--- config.mk ---
export PLATFORM = sky130hd
export DESIGN_NAME = delay_line_prog
export DESIGN_NICKNAME = d
export VERILOG_FILES = /design/src/rtl/delay_line_prog.sv
export SDC_FILE = /design/constraint.sdc
export NUM_CORES = 1
export LEC_CHECK = 0
export CAP_MARGIN = 20
export CORE_MARGIN = 3
export CORE_UTILIZATION = 53
export CTS_BUF_LIST = sky130_fd_sc_hd__clkbuf_8 sky130_fd_sc_hd__clkbuf_16
export CTS_CLUSTER_DIAMETER = 80
export CTS_CLUSTER_SIZE = 8
export DETAILED_ROUTE_END_ITERATION = 12
export DONT_BUFFER_PORTS = 1
export GPL_TIMING_DRIVEN = 1
export HOLD_SLACK_MARGIN = 0.03
export PLACE_DENSITY_LB_ADDON = 0.05
export REMOVE_ABC_BUFFERS = 1
export SLEW_MARGIN = 10
export SYNTH_ARGS = -nofsm -noshare
export SYNTH_HDL_FRONTEND = slang
export SYNTH_SLANG_ARGS = --single-unit
--- constraint.sdc ---
create_clock -name clk -period 2.2 [get_ports clk]
set_input_delay 0.33 -clock clk [delete_from_list [all_inputs] [get_ports clk]]
set_output_delay 0.33 -clock clk [all_outputs]
set_load 0.02 [all_outputs]
--- src/rtl/delay_line_prog.sv ---
// Programmable per-channel request delay line with synchronised inputs,
// two-phase or pulse event mode, and delay changes deferred until the line drains.
module delay_line_prog #(
  parameter int unsigned CH            = 2,
  parameter int unsigned MAX_DELAY     = 16,
  parameter int unsigned DW            = 5,
  parameter int unsigned SYNC_STAGES   = 2,
  parameter int unsigned DEFAULT_DELAY = 4,
  parameter int unsigned MODE          = 0
) (
  input  logic          clk,
  input  logic          rst,
  input  logic [CH-1:0] inR,
  output logic [CH-1:0] outR,
  input  logic [DW-1:0] cfgDelay,
  input  logic          cfgLoad,
  output logic          cfgBusy,
  output logic          lineEmpty
);

  localparam int unsigned S = SYNC_STAGES;
  localparam int unsigned D = MAX_DELAY;

  typedef enum logic {
    ST_RUN  = 1'b0,
    ST_PEND = 1'b1
  } state_e;

  logic [CH-1:0][S-1:0] sync_q, sync_d;
  logic [CH-1:0]        prev_q, prev_d;
  logic [CH-1:0][D-1:0] sr_q, sr_d;
  logic [CH-1:0]        out_q, out_d;
  logic [DW-1:0]        cur_delay_q, cur_delay_d;
  logic [DW-1:0]        pend_delay_q, pend_delay_d;
  state_e               state_q, state_d;
  logic                 busy_q, busy_d;
  logic                 empty_q, empty_d;

  logic [CH-1:0]        evt_c;
  logic [CH-1:0]        tap_c;
  logic [DW-1:0]        cfg_clamp_c;

  // Per-channel synchroniser, edge detect, shift register and output tap
  always_comb begin
    sync_d = sync_q;
    prev_d = prev_q;
    sr_d   = sr_q;
    out_d  = out_q;
    evt_c  = '0;
    tap_c  = '0;
    for (int c = 0; c < int'(CH); c++) begin
      sync_d[c] = {sync_q[c][S-2:0], inR[c]};
      prev_d[c] = sync_q[c][S-1];
      if (MODE == 0) evt_c[c] = sync_q[c][S-1] ^ prev_q[c];
      else           evt_c[c] = sync_q[c][S-1] & ~prev_q[c];
      sr_d[c] = {sr_q[c][D-2:0], evt_c[c]};
      for (int k = 0; k < int'(D); k++) begin
        if (cur_delay_q == DW'(k + 1)) tap_c[c] = sr_q[c][k];
      end
      if (MODE == 0) out_d[c] = out_q[c] ^ tap_c[c];
      else           out_d[c] = tap_c[c];
    end
    // Registered view of the drained condition; tracks the whole register, not just the tap
    empty_d = ~|sr_d;
  end

  // Clamp requested delay into 1..MAX_DELAY
  always_comb begin
    cfg_clamp_c = cfgDelay;
    if (cfgDelay == '0)                 cfg_clamp_c = DW'(1);
    else if (cfgDelay > DW'(MAX_DELAY)) cfg_clamp_c = DW'(MAX_DELAY);
  end

  // Config FSM: apply only when drained and no new event is entering this cycle
  always_comb begin
    state_d      = state_q;
    cur_delay_d  = cur_delay_q;
    pend_delay_d = pend_delay_q;
    case (state_q)
      ST_RUN: begin
        if (cfgLoad) begin
          pend_delay_d = cfg_clamp_c;
          state_d      = ST_PEND;
        end
      end
      ST_PEND: begin
        if (cfgLoad) begin
          pend_delay_d = cfg_clamp_c;
        end else if (empty_q && !(|evt_c)) begin
          cur_delay_d = pend_delay_q;
          state_d     = ST_RUN;
        end
      end
      default: state_d = ST_RUN;
    endcase
    busy_d = (state_d == ST_PEND);
  end

  always_ff @(posedge clk) begin
    if (!rst) begin
      sync_q       <= '0;
      prev_q       <= '0;
      sr_q         <= '0;
      out_q        <= '0;
      cur_delay_q  <= DW'(DEFAULT_DELAY);
      pend_delay_q <= DW'(DEFAULT_DELAY);
      state_q      <= ST_RUN;
      busy_q       <= 1'b0;
      empty_q      <= 1'b1;
    end else begin
      sync_q       <= sync_d;
      prev_q       <= prev_d;
      sr_q         <= sr_d;
      out_q        <= out_d;
      cur_delay_q  <= cur_delay_d;
      pend_delay_q <= pend_delay_d;
      state_q      <= state_d;
      busy_q       <= busy_d;
      empty_q      <= empty_d;
    end
  end

  assign outR      = out_q;
  assign cfgBusy   = busy_q;
  assign lineEmpty = empty_q;

endmodule

# After elaboration in Yosys (flattened, before gate mapping)
# Cells that the tools add are included.
# Widths: inputs -> output; s select.
[totals]
input_bits = 10
out_inout_bits = 4
reg_bits = 52
wordCells = 79
[classes]
n_bitwise = 6
n_lt_le_gt_ge = 1
muxes = 39
n_reduce_logical = 7
n_eq_ne = 16
[op_table]
columns = ["operator", "n"]
rows = [
  ["$eq 5x4->1 const B", 8],
  ["$mux 1", 35],
  ["$reduce_or 32->1", 1],
  ["$eq 5x3->1 const B", 4],
  ["$mux 5", 3],
  ["$eq 5x2->1 const B", 2],
  ["$eq 5x1->1 const B", 1],
  ["$eq 5x5->1 const B", 1],
  ["$gt 5x5->1 const B", 1],
  ["$logic_not 5->1", 1],
  ["$xor 1x1->1", 4],
  ["$reduce_and 3->1", 1],
  ["$logic_not 1->1", 2],
  ["$not 1->1", 2],
  ["$pmux 1 s2", 1],
  ["$reduce_or 2->1", 1],
  ["$logic_and 1x1->1", 1],
]

# Longest topological paths before layout
[logic_depth]
word_depth = 18
depth_mapped = 8
depth_no_buf = 6

# Worst setup path after synthesis
# OpenSTA, ideal clock, no wires.
[synth_timing]
kind = "reg2reg"
start = "register cur_delay_q[2]"
end = "register out_q[0] (netlist: outR[0])"
n_path_buf = 1
arrival_time_ns = 1.675
path_slack_ns = 0.451
t_required_ns = 2.127
setup_ns = 0.073
period_less_slack_ns = 1.749
stages_incl_launch_ff = 8
path_cell_list = "dfxtp_1 > buf_6 > and4bb_1 > a211oi_1 > a2111oi_2 > a31oi_1 > or4_1 > o211ai_2"
[synth_via]
elab_chain_cells = 18
word_cells_on_any_way = 33
classes_between = "eq/ne (16); mux (16); bitwise (1)"
[synth_lines]
columns = ["element", "line", "rtl"]
rows = [
  ["start, declared", "33", "logic [DW-1:0] cur_delay_q, cur_delay_d;"],
  ["start signal, assigned", "105", "cur_delay_q <= DW'(DEFAULT_DELAY);"],
  ["start signal, assigned", "115", "cur_delay_q <= cur_delay_d;"],
  ["$eq 5x1->1", "58", "if (cur_delay_q == DW'(k + 1)) tap_c[c] = sr_q[c][k];"],
  ["$mux 1 (15 in a row)", "58", ""],
  ["$mux 1 (*)", "58", ""],
  ["$xor 1x1->1 (*)", "60", "if (MODE == 0) out_d[c] = out_q[c] ^ tap_c[c];"],
  ["end signal, assigned", "114", "out_q <= out_d;"],
  ["end, declared", "32", "logic [CH-1:0] out_q, out_d;"],
]
# Every way passes the cells marked *; elsewhere a longest branch is shown, timed or not.
# A chain may end at the register's enable or synchronous reset.

# Worst setup path after layout
[layout_timing]
start = "register cur_delay_q[0]"
end = "register out_q[0] (netlist: outR[0])"
# Same word-level chain as after synthesis.

==> results.json <==
{
  "initial_core_util_pct": 56.35,
  "finalSetupTns_ps": 0,
  "ant_nets": 0,
  "yosys_register_bits": 52,
  "drv_cap": 0,
  "worstMarginPinSlew_ps": 441.9,
  "antenna_found_initial": 0,
  "crit_buf_inv": 1,
  "detail_route.wl_per_cell_um": 14.45,
  "routed_wl_mm": 3.801,
  "power.leakage_uw": 0.0009214,
  "finalHoldViolations": 0,
  "critical_path_class": "register to register",
  "die_area_um2": 4773,
  "fin_util_pct": 59.66,
  "grt_pass1_wl_mm": 6.844,
  "io_pins": 14,
  "area_growth_pct": 5.872,
  "crit_arrival_ps": 2130,
  "core_um2": 3744,
  "rsz0062_at_grt": "false",
  "worstPathRequired_ps": 2440,
  "p_per_area_nw_per_um2": 713.5,
  "die_h_um": 69.09,
  "clk_pin_slew_worst_paths_ps": 90,
  "cts.htree.levels": 2,
  "fin_crit_sh_pct": 86.20,
  "status": "finished clean",
  "path_cells": "buf_4 > nor2b_1 > a22oi_1 > o211a_1 > or4_1 > o211ai_2",
  "gr-total-overflow": 0,
  "fin_nets": 224,
  "grt_pass1_vias": 1476,
  "core.rowCount": 22,
  "dr.pass1.iters": 4,
  "synth.area.top_cells": "dfxtp_1 49%, and2_1 12%, nor2b_1 3.9%",
  "drt_iter0_drc": 61,
  "cts_root_buffer": "clkbuf_8",
  "synth_top_flop_cell": "dfxtp_1",
  "clock_sinks": 52,
  "synth_cell_types": 46,
  "finClkSkew_ps": 4.351,
  "hp-class": "input pin to register",
  "hpwl_mm": 2.727,
  "critPathMaxStageDelay_ps": 520,
  "clock_path_buffers": 2,
  "mappedNetlistArea_um2": 2110,
  "globalplace.congestion": 0.8291,
  "grt_use_total_pct": 17.42,
  "start_kind": "register",
  "yosysTopAreaCell": "dfxtp_1",
  "multiInputGateArea_um2": 989.7,
  "synth-seq-area-share_pct": 49.35,
  "crit_path_end_kind": "register",
  "crit_family": "simple AND/OR/NAND/NOR gates",
  "port_buffers": 0,
  "clkLatencyLatePin_ps": 300,
  "netlist_instances": 216,
  "slew_viol_final": 0,
  "fillers": 343,
  "setup_viol": 0,
  "viasPerCell": 5.608,
  "postSynthAreaPerCell_um2": 9.766,
  "vdd_drop_max_uv": 572.2,
  "cp_max_fo": 16,
  "drive_above_1_share_pct": 8.837,
  "hold_buffers": 0,
  "cp_slowest_cell": "or4_1",
  "grt_max_degree": 55,
  "cts_made_buffers": 5,
  "antennaDiodeCount": 0,
  "dr_total_vias": 1475,
  "fin_crit_ps": 1896,
  "synth-edff-count": 0,
  "yosysTopAreaCellShare_pct": 49.35,
  "tritoncts": "built",
  "yosysWarnings": 0,
  "slew_headroom_pct": 70.39,
  "chipWidth_um": 69.09,
  "fmax_mhz": 527.3,
  "seqCellArea_um2": 1042,
  "drc": 0,
  "async_flop_share_pct": 0,
  "postCtsSetupRepairBufs": 0
}
-- routing by layer --
layer	share of wire, %	vias to the layer above	track usage [%]
li1	-	744	-
met1	50	692	22.90
met2	45	33	26.59
met3	4.1	6	5.539
met4	1.1	0	6.725
met5	0	-	0
-- layout by cell type, fill, tap and decap left out, drive strengths merged, types with 2 or more instances in the layout --
cell type	synthesis	layout
a211oi	2	2
a21oi	2	2
a22oi	2	2
and2	40	40
buf	5	4
clkbuf	8	5
dfxtp	52	52
inv	4	5
mux2	6	6
mux2i	6	6
nand2	10	10
nand2b	5	5
nand3	3	3
nand4	4	4
nor2	7	7
nor2b	13	13
nor3	5	5
nor4	6	6
o211a	2	2
o211ai	5	5
o21ai	6	6
o221ai	2	2
or4	2	2
xor2	2	2
-- cell usage after synthesis, types with 2 or more instances --
master    count
o211a_1       2
inv_1         4
nand2b_1      5
a22oi_1       2
mux2i_1       6
mux2_1        4
and2_1       40
a21oi_1       2
buf_2         3
o21ai_1       2
mux2_2        2
or4_1         2
nand3_1       3
nor2_1        7
o21ai_0       4
nand4_1       4
nand2_1      10
nor4_1        6
o211ai_1      4
clkbuf_1      8
a211oi_1      2
nor2b_1      13
xor2_1        2
dfxtp_1      52
nor3_1        5
o221ai_1      2
-- state kept, by name (all words and copies together) (netlist names), 2 cells and up --
register,flops
cur_delay_q,5
outR,2
pend_delay_q,5
prev_d,2
prev_q,2
sr_d,30
sr_q,2
sync_d,2
-- worst reg2reg max path, cell delays in order, from the launching register on --
cell and delay (ps):
dfxtp_1 420, buf_4 240, nor2b_1 230, a22oi_1 100, o211a_1 250, or4_1 520
o211ai_2 80
-- area by class of cell --
| class | instances | share of cell area (%) |
|---|---|---|
| sequential | 52 | 46.67 |
| multi-input combinational | 147 | 44.31 |
| clock buffer | 5 | 3.081 |
| tap | 48 | 2.689 |
| timing repair buffer | 4 | 1.345 |
| clock inverter | 3 | 1.232 |
| inverter | 4 | 0.6723 |
-- per-stage QoR --
step / setup slack [ps] / area, µm² / total power [µW] / cells / hold slack (ps)
5_1_grt: 189.4 / 2233 / 1667 / 263 / 99.04
3_5_place_dp: 177.7 / 2136 / 1060 / 255 / 425.2
3_3_place_gp: 246.2 / 2136 / 1059 / 255 / 413.3
2_1_floorplan: 222.9 / 2046 / 1044 / 203 / 408.6
6_report: 303.6 / 2233 / 1594 / 263 / 109.3
4_1_cts: 145.4 / 2232 / 1610 / 263 / 106.2
-- worst paths after layout --
| kind | start | to | slack (ps) | cells past startpoint |
|---|---|---|---|---|
| max | cur_delay_q[0]$_SDFFE_PN0P_ | outR[0]$_SDFF_PN0_ | 300 | 6 |
| max reg2reg | cur_delay_q[0]$_SDFFE_PN0P_ | outR[0]$_SDFF_PN0_ | 300 | 6 |
| min reg2reg | sync_d[3]$_SDFF_PN0_ | prev_d[1]$_SDFF_PN0_ | 450 | 1 |
| min | rst | pend_delay_q[2]$_SDFFE_PN1P_ | 110 | 1 |
-- cell families after synthesis --
kind of cell,Yosys count,share of synthesized area [%]
multiplexers,12,6.050
buffers and inverters,17,3.736
flip-flops,52,49.35
XOR/XNOR,3,1.246
AO/OA/AOI/OAI,29,10.74
AND/OR/NAND/NOR,103,28.89
-- where the power goes --
| part | switching [µW] | leakage (µW) | internal [µW] |
|---|---|---|---|
| registers | 19.0 | 0.000422 | 960 |
| logic | 28.3 | 0.000453 | 30.9 |
| clock network | 322 | 0.0000463 | 234 |
-- repair_timing --
item,CTS,global route
endpoints found under the setup margin,0,1
endpoints found under the hold margin,0,0
resized for setup,0,1
Power figures use the tool's default switching activity.
